===== src/rtl/sb_arbiter_if.sv =====
// sb_arbiter_if -- two requester ports (A: mailbox engine, B: Z80 port) plus
// the system-bus side towards the SB_SPI hard block.
//   master : arbiter view (requests/bus responses in, acks/bus strobe out)
//   slave  : environment view (requesters and bus target)
interface sb_arbiter_if;
  logic       reqA, reqB;
  logic       rwA, rwB;
  logic [7:0] adrA, adrB;
  logic [7:0] datiA, datiB;
  logic       ackA, ackB;
  logic       errA, errB;
  logic [7:0] datoA, datoB;
  logic       sbstb, sbrw;
  logic [7:0] sbadr, sbdati;
  logic [7:0] sbdato;
  logic       sback;
  logic       busy;

  modport master (
    input  reqA, reqB, rwA, rwB, adrA, adrB, datiA, datiB, sbdato, sback,
    output ackA, ackB, errA, errB, datoA, datoB, sbstb, sbrw, sbadr, sbdati, busy
  );

  modport slave (
    output reqA, reqB, rwA, rwB, adrA, adrB, datiA, datiB, sbdato, sback,
    input  ackA, ackB, errA, errB, datoA, datoB, sbstb, sbrw, sbadr, sbdati, busy
  );
endinterface


===== src/rtl/sb_arbiter.sv =====
// sb_arbiter -- round-robin arbiter giving two requesters access to the
// 8-bit system bus, with a per-transfer sback timeout.
// Ports:
//   clk   : system clock, rising edge
//   rst_n : asynchronous active-low reset
//   bus   : sb_arbiter_if.master (requester A/B handshakes + system bus)
// Parameter TIMEOUT (1..255): strobe cycles waited for sback before the
// transfer is abandoned with err = 1.
module sb_arbiter #(
  parameter int TIMEOUT = 255
) (
  input logic          clk,
  input logic          rst_n,
  sb_arbiter_if.master bus
);

  typedef enum logic {IDLE = 1'b0, XFER = 1'b1} state_t;

  // Counter value in the last allowed strobe cycle.
  localparam logic [7:0] CNT_LAST = 8'(TIMEOUT - 1);

  state_t     state, state_nxt;
  logic       start, grant_b, fin_ok, fin_tout;
  logic       owner_b;   // 1: current transfer belongs to B
  logic       prefer_b;  // round-robin pointer, 0 = A preferred
  logic [7:0] cnt;

  logic       sbrw_q;
  logic [7:0] sbadr_q, sbdati_q;
  logic       ack_a_q, ack_b_q, err_a_q, err_b_q;
  logic [7:0] dato_a_q, dato_b_q;

  // State register
  always_ff @(posedge clk or negedge rst_n) begin
    if (!rst_n) state <= IDLE;
    else        state <= state_nxt;
  end

  // Next state and transfer events
  always_comb begin
    state_nxt = state;
    start     = 1'b0;
    fin_ok    = 1'b0;
    fin_tout  = 1'b0;
    // B wins if it is alone or if both request and B is next in turn
    grant_b   = bus.reqB & (~bus.reqA | prefer_b);
    case (state)
      IDLE: begin
        // sback is deliberately not looked at here
        if (bus.reqA | bus.reqB) begin
          start     = 1'b1;
          state_nxt = XFER;
        end
      end
      XFER: begin
        // sback wins over a timeout in the same cycle
        if (bus.sback) begin
          fin_ok    = 1'b1;
          state_nxt = IDLE;
        end else if (cnt == CNT_LAST) begin
          fin_tout  = 1'b1;
          state_nxt = IDLE;
        end
      end
      default: state_nxt = IDLE;
    endcase
  end

  // Bus latch, timeout counter, requester responses
  always_ff @(posedge clk or negedge rst_n) begin
    if (!rst_n) begin
      owner_b  <= 1'b0;
      prefer_b <= 1'b0;
      cnt      <= '0;
      sbrw_q   <= 1'b0;
      sbadr_q  <= '0;
      sbdati_q <= '0;
      ack_a_q  <= 1'b0;
      ack_b_q  <= 1'b0;
      err_a_q  <= 1'b0;
      err_b_q  <= 1'b0;
      dato_a_q <= '0;
      dato_b_q <= '0;
    end else begin
      ack_a_q <= 1'b0;
      ack_b_q <= 1'b0;
      err_a_q <= 1'b0;
      err_b_q <= 1'b0;

      if (start) begin
        owner_b  <= grant_b;
        prefer_b <= ~grant_b;
        sbrw_q   <= grant_b ? bus.rwB   : bus.rwA;
        sbadr_q  <= grant_b ? bus.adrB  : bus.adrA;
        sbdati_q <= grant_b ? bus.datiB : bus.datiA;
        cnt      <= '0;
      end else if (state == XFER && !bus.sback) begin
        cnt <= cnt + 8'd1;
      end

      if (fin_ok || fin_tout) begin
        if (owner_b) begin
          ack_b_q <= 1'b1;
          err_b_q <= fin_tout;
          if (fin_ok && !sbrw_q) dato_b_q <= bus.sbdato;
        end else begin
          ack_a_q <= 1'b1;
          err_a_q <= fin_tout;
          if (fin_ok && !sbrw_q) dato_a_q <= bus.sbdato;
        end
      end
    end
  end

  // Strobe comes straight from the state flop so reset drops it at once.
  assign bus.sbstb  = (state == XFER);
  assign bus.busy   = (state == XFER);
  assign bus.sbrw   = sbrw_q;
  assign bus.sbadr  = sbadr_q;
  assign bus.sbdati = sbdati_q;
  assign bus.ackA   = ack_a_q;
  assign bus.ackB   = ack_b_q;
  assign bus.errA   = err_a_q;
  assign bus.errB   = err_b_q;
  assign bus.datoA  = dato_a_q;
  assign bus.datoB  = dato_b_q;

endmodule


===== src/flat_wrapper.sv =====
// flat-port wrapper written by rule: the top's interface ports become plain ports
module sb_arbiter_flat 
#(
  parameter int TIMEOUT = 255
)
  (clk, rst_n, bus_reqA, bus_reqB, bus_rwA, bus_rwB, bus_adrA, bus_adrB, bus_datiA, bus_datiB, bus_sbdato, bus_sback, bus_ackA, bus_ackB, bus_errA, bus_errB, bus_datoA, bus_datoB, bus_sbstb, bus_sbrw, bus_sbadr, bus_sbdati, bus_busy);
  sb_arbiter_if bus_i ();
  input logic clk;
  input logic rst_n;
  input wire logic [$bits(bus_i.reqA)-1:0] bus_reqA;
  input wire logic [$bits(bus_i.reqB)-1:0] bus_reqB;
  input wire logic [$bits(bus_i.rwA)-1:0] bus_rwA;
  input wire logic [$bits(bus_i.rwB)-1:0] bus_rwB;
  input wire logic [$bits(bus_i.adrA)-1:0] bus_adrA;
  input wire logic [$bits(bus_i.adrB)-1:0] bus_adrB;
  input wire logic [$bits(bus_i.datiA)-1:0] bus_datiA;
  input wire logic [$bits(bus_i.datiB)-1:0] bus_datiB;
  input wire logic [$bits(bus_i.sbdato)-1:0] bus_sbdato;
  input wire logic [$bits(bus_i.sback)-1:0] bus_sback;
  output wire logic [$bits(bus_i.ackA)-1:0] bus_ackA;
  output wire logic [$bits(bus_i.ackB)-1:0] bus_ackB;
  output wire logic [$bits(bus_i.errA)-1:0] bus_errA;
  output wire logic [$bits(bus_i.errB)-1:0] bus_errB;
  output wire logic [$bits(bus_i.datoA)-1:0] bus_datoA;
  output wire logic [$bits(bus_i.datoB)-1:0] bus_datoB;
  output wire logic [$bits(bus_i.sbstb)-1:0] bus_sbstb;
  output wire logic [$bits(bus_i.sbrw)-1:0] bus_sbrw;
  output wire logic [$bits(bus_i.sbadr)-1:0] bus_sbadr;
  output wire logic [$bits(bus_i.sbdati)-1:0] bus_sbdati;
  output wire logic [$bits(bus_i.busy)-1:0] bus_busy;
  assign bus_i.reqA = bus_reqA;
  assign bus_i.reqB = bus_reqB;
  assign bus_i.rwA = bus_rwA;
  assign bus_i.rwB = bus_rwB;
  assign bus_i.adrA = bus_adrA;
  assign bus_i.adrB = bus_adrB;
  assign bus_i.datiA = bus_datiA;
  assign bus_i.datiB = bus_datiB;
  assign bus_i.sbdato = bus_sbdato;
  assign bus_i.sback = bus_sback;
  assign bus_ackA = bus_i.ackA;
  assign bus_ackB = bus_i.ackB;
  assign bus_errA = bus_i.errA;
  assign bus_errB = bus_i.errB;
  assign bus_datoA = bus_i.datoA;
  assign bus_datoB = bus_i.datoB;
  assign bus_sbstb = bus_i.sbstb;
  assign bus_sbrw = bus_i.sbrw;
  assign bus_sbadr = bus_i.sbadr;
  assign bus_sbdati = bus_i.sbdati;
  assign bus_busy = bus_i.busy;
  sb_arbiter #(.TIMEOUT(TIMEOUT)) u_core (.clk(clk), .rst_n(rst_n), .bus(bus_i));
endmodule

===== config.mk =====
export PLATFORM = sky130hd
export DESIGN_NAME = sb_arbiter_flat
export DESIGN_NICKNAME = d
export VERILOG_FILES = /design/src/rtl/sb_arbiter_if.sv /design/src/rtl/sb_arbiter.sv /design/src/flat_wrapper.sv
export SDC_FILE = /design/constraint.sdc
export NUM_CORES = 1
export LEC_CHECK = 0
export BUFFER_PORTS_ARGS = -buffer_cell sky130_fd_sc_hd__buf_2
export CORE_AREA = 2 2 68 70
export DETAILED_ROUTE_END_ITERATION = 12
export DIE_AREA = 0 0 70 72
export GPL_TIMING_DRIVEN = 1
export PLACE_DENSITY = 0.85
export SKIP_CTS_REPAIR_TIMING = 1
export SYNTH_ARGS = -nofsm -noshare
export SYNTH_HDL_FRONTEND = slang
export SYNTH_SLANG_ARGS = --single-unit

===== constraint.sdc =====
create_clock -name clk -period 3.7 [get_ports clk]
set_clock_uncertainty 0.1 [all_clocks]
set_input_delay 0.37 -clock clk [delete_from_list [all_inputs] [get_ports clk]]
set_output_delay 0.37 -clock clk [all_outputs]
set_load 0.01 [all_outputs]

Word level (Yosys, flattened, before mapping)
Cells that the tools add are included.
Storage, ports and cells
  latch bits: 0
  memories: 0
  output and inout port bits: 39
  flip-flop bits (word level): 48
  memory bits (writable): 0
  memory bits (read-only): 0
  word-level logic and storage cells: 53
  bits of input ports: 47
Cells by class
  multiply operators: 0
  $lt $le $gt $ge: 0
  $add $sub $neg: 1
  shift-type cells: 0
  bitwise gates (word level): 7
  divide/modulo/power cells: 0
  multiplexer cells: 23
  equality and inequality tests: 1
  reduce and logical (&&, ||, !) cells: 8
Operators with widths (number)
  $mux 8: 4
  $mux 1: 18
  $add 8x1->8 const B: 1
  $eq 8x8->1 const B: 1
  $reduce_and 3->1: 2
  $not 1->1: 4
  $logic_and 1x1->1: 2
  $logic_not 1->1: 2
  $or 1x1->1: 2
  $pmux 1 s2: 1
  $reduce_bool 2->1: 1
  $and 1x1->1: 1
  $logic_or 1x1->1: 1

Longest topological paths before layout
  depth after elaboration: 6
  mapped depth: 5
  mapped depth without buffers: 5

Least setup slack after synthesis
Ideal clock, no wire load.
  kind: reg-to-reg
  from: reg u_core.state (netlist: u_core.bus.busy)
  to: reg u_core.dato_a_q[0] (netlist: u_core.bus.datoA[0])
  path slack: 2.131 ns
  period minus slack after synthesis: 1.569 ns
  setup time: 0.125 ns
  stages on the path, launching flop included: 6
  arrival time: 1.344 ns
  required time: 3.475 ns
  path buffers: 2
  cells stage by stage: dfrtp_1 > buf_4 > nor2b_1 > and3b_1 > buf_2 > mux2_2
Between the ends
  longest elaborated chain between the ends: 3
  elaborated cells between the ends (all ways): 5
  classes of those cells: 2 x mux; 3 x reduce/logical
RTL lines
  start, declared: line sb_arbiter.sv:22  | state_t state, state_nxt;
  start signal, assigned: line sb_arbiter.sv:36  | else state <= state_nxt;
  $mux 1: line sb_arbiter.sv:47  | case (state)
  $logic_and 1x1->1 or $logic_or 1x1->1 (tied branches): line sb_arbiter.sv:109, sb_arbiter.sv:101
  $reduce_and 3->1 (no line) (*)
  end signal, assigned: line sb_arbiter.sv:109  | if (fin_ok && !sbrw_q) dato_a_q <= bus.sbdato;
  end, declared: line sb_arbiter.sv:31  | logic [7:0] dato_a_q, dato_b_q;
Mark *: on every way between the ends. The rest lies on a longest branch, timed or not.
A chain may end at the register's enable or synchronous reset.

Final worst setup path
  from: reg u_core.state (netlist: u_core.bus.busy)
  to: reg u_core.dato_a_q[5] (netlist: u_core.bus.datoA[5])
Same word-level chain as after synthesis.

==> flow_summary_export.csv <==
group,metric,value,unit
final_layout,syn2layout_area_growth,24.1,%
clock_network,clk_latency,0.30,ns
timing,hold_ws,0.155,ns
critical_path,path_max_fanout,11,
final_layout,antenna_cells,0,
global_route,grt_pass1_wl,7.53,mm
drt,drtPass1Iterations,4,
placement,dp_hpwl,3.08,mm
pwr,ir_worst_vdd,0.000328,V
synthesis,synth_flop_cell,"dfrtp_1",
critical_path,rr_worst_depth,3,
timing,final_hold_viol_count,0,
timing,drv_slew,0,
synthesis,synth_most_common_cell,"dfrtp_1",
global_route,grt_max_degree,49,
timing,rsz0062_at_grt,"no",
pwr,p_clk_share,21.9,%
timing,finalSetupTns,0,ns
synthesis,yosysUniqueCellTypes,35,
clock_network,clockBufferDepth,2,
global_route,grtUsageTotal,18.5,%
drt,ant_nets,0,
global_route,grt_overflow,0,
pwr,pwr-share-seq,44.9,%
final_layout,seqCellArea,1200,µm²
flow_run,cap_violations,0,
pwr,switchingPower,0.592,mW
run_status,status,"completed",
placement,pre_cts_ws,1.89,ns
final_layout,fillers,364,
critical_path,cp.arrival,1.84,ns
pwr,p_comb_share,33.2,%
placement,place.gp.congestion,0.713,
synthesis,synthArstFlopShare,100,%
drt,avgViaCountPerCell,5.35,
timing,min_period,1.76,ns
synthesis,synth_top_area_share,55.2,%
synthesis,netlist_instances,195,
die,dieArea,5040,µm²
critical_path,crit_type,"reg2reg",
synthesis,syn_avg_cell_area,11.2,µm²
synthesis,synth_nets,244,
critical_path,critPathCaptureType,"flip-flop",
pwr,switching_share,32.1,%
synthesis,synth_top_cell_by_area,"dfrtp_1",
die,ios,86,
timing,worst_slack,1.94,ns
drt,drt-initial-drc-count,122,
drt,wl_per_cell,13.0,µm
timing,slew_headroom,31.2,%
timing,finalCritPeriodShare,47.4,%
hold_path,hp-class,"in2async",
critical_path,cp.required,3.79,ns
clock_network,clkTransAtPathRegs,0.08,ns
synthesis,synth-edff-count,0,
drt,routed_wl,4.25,mm
timing,setup_viol,0,
clock_network,cts_made_buffers,5,
critical_path,critPathLaunchType,"flip-flop",
drt,drc,0,
global_route,antenna_found_initial,0,
final_layout,drive_above_1_share,40.5,%
clock_network,cts_tree,"done",
synthesis,ys_top_cells_by_area,"dfrtp_1, mux2_2, nand3b_1, a31oi_1, o21ai_0",
clock_network,cts_htree_levels,2,
pwr,p_int,1.25,mW
pwr,power_density,682,nW/µm²
pwr,leakage,1.27,nW
synthesis,ys_seq_area_share,55.2,%
die,core,4260,µm²
die,start_util,51.0,%
die,num_rows,24,
die,die_x,70,µm
final_layout,multi_input_area,867,µm²
final_layout,layout.nets,322,
synthesis,yosysWarnings,0,
clock_network,clkSinkCount,48,
synthesis,synth_common_cells,"dfrtp_1, nor2_1, o21ai_0, nand3b_1, a31oi_1",
clock_network,cts_root_buffer,"clkbuf_8",
placement,port_buffers,85,
die,die_y,72,µm
synthesis,syn-cell-area,2180,µm²
timing,fmax,570,MHz
timing,worst_pin_slew,1.03,ns
global_route,grt_pass1_vias,1734,
synthesis,yosys_register_bits,48,
drt,vias,1744,
-- worst max-delay path, stage by stage, from the launching register on --
cell     delay (ns)
dfrtp_1        0.54
nor2b_1        0.21
and3b_1        0.41
mux2_2         0.39
-- per-layer routing --
layer	vias to the layer above	wire length, µm	global-route usage (%)	part of all wire, %
li1	861	-	-	-
met1	800	1970	24.1	46
met4	0	58	5.13	1.4
met5	-	0	0	0
met2	76	1860	30.6	44
met3	7	359	5.56	8.5
-- through the flow --
step | util, % | cell area [µm²] | total power [mW] | std cells
finish | 63.3 | 2700 | 1.84 | 326
global route | 63.3 | 2700 | 1.97 | 326
CTS | 63.3 | 2700 | 1.86 | 326
detailed placement | 60.4 | 2570 | 1.46 | 318
global placement | 60.4 | 2570 | 1.44 | 318
floorplan | - | 2180 | 1.22 | 195
-- placed cells by master (no fill, tap or decap), drive strengths merged --
cell    count
nand2b      1
and2b       1
o21a        1
o211ai      2
inv         4
or3         1
nand2       2
a31oi      17
o211a       1
o21ai      21
dfrtp      48
nand3       5
a21oi       2
a21o        1
and3b       1
nand4       1
nor2       21
nand4b      2
o31ai       3
ha          2
o21bai      1
nor4        2
xor2        1
nand3b     18
nor3        2
bufinv      1
or4         1
mux2i       1
nor2b       1
mux2       16
buf        85
clkbuf      7
o21ba       1
-- path summary, 6_finish.rpt --
path                                  from                   to  slack (ns)
min reg2reg                u_core.prefer_b      u_core.prefer_b        0.40
max                        u_core.bus.busy  u_core.bus.datoA[5]        1.94
min in group clk             bus_sbdato[7]  u_core.bus.datoA[7]        0.21
min                                  rst_n        u_core.cnt[6]        0.16
max in group asynchronous            rst_n      u_core.bus.errB        2.71
max reg2reg                u_core.bus.busy  u_core.bus.datoA[5]        1.94
-- kinds of logic (layout without fill, tap and decap cells) --
family / Yosys count / count (layout) / share of synthesized area (%)
simple gates: 59 / 59 / 15.7
compound gates: 50 / 50 / 13.9
flops: 48 / 48 / 55.2
buf+inv: 18 / 97 / 4.95
mux: 17 / 17 / 8.74
fa+ha+maj: 2 / 2 / 1.15
xor+xnor: 1 / 1 / 0.403
-- power groups by stage --
stage | clock [mW] | combinational (mW) | sequential (mW)
3_3_place_gp | 0 | 0.604 | 0.832
2_1_floorplan | 0 | 0.309 | 0.908
6_report | 0.404 | 0.612 | 0.827
5_1_grt | 0.433 | 0.682 | 0.853
4_1_cts | 0.413 | 0.621 | 0.829
3_5_place_dp | 0 | 0.623 | 0.837
-- registers in the layout, indices dropped and copies added (netlist names) --
register and cells:
u_core.bus.datoA 8, u_core.bus.datoB 8, u_core.bus.sbadr 8, u_core.bus.sbdati 8
u_core.cnt 8, u_core.bus.ackA 1, u_core.bus.ackB 1, u_core.bus.busy 1
u_core.bus.errA 1, u_core.bus.errB 1, u_core.bus.sbrw 1, u_core.owner_b 1
u_core.prefer_b 1
-- layout make-up --
| cell class | count | area share [%] |
|---|---|---|
| sequential | 48 | 44.5 |
| multi-input combinational | 129 | 32.1 |
| timing repair buffer | 85 | 15.8 |
| clock buffer | 7 | 3.57 |
| tap | 52 | 2.41 |
| clock inverter | 1 | 1.11 |
| inverter | 4 | 0.556 |
(Power assumes the default switching activity.)
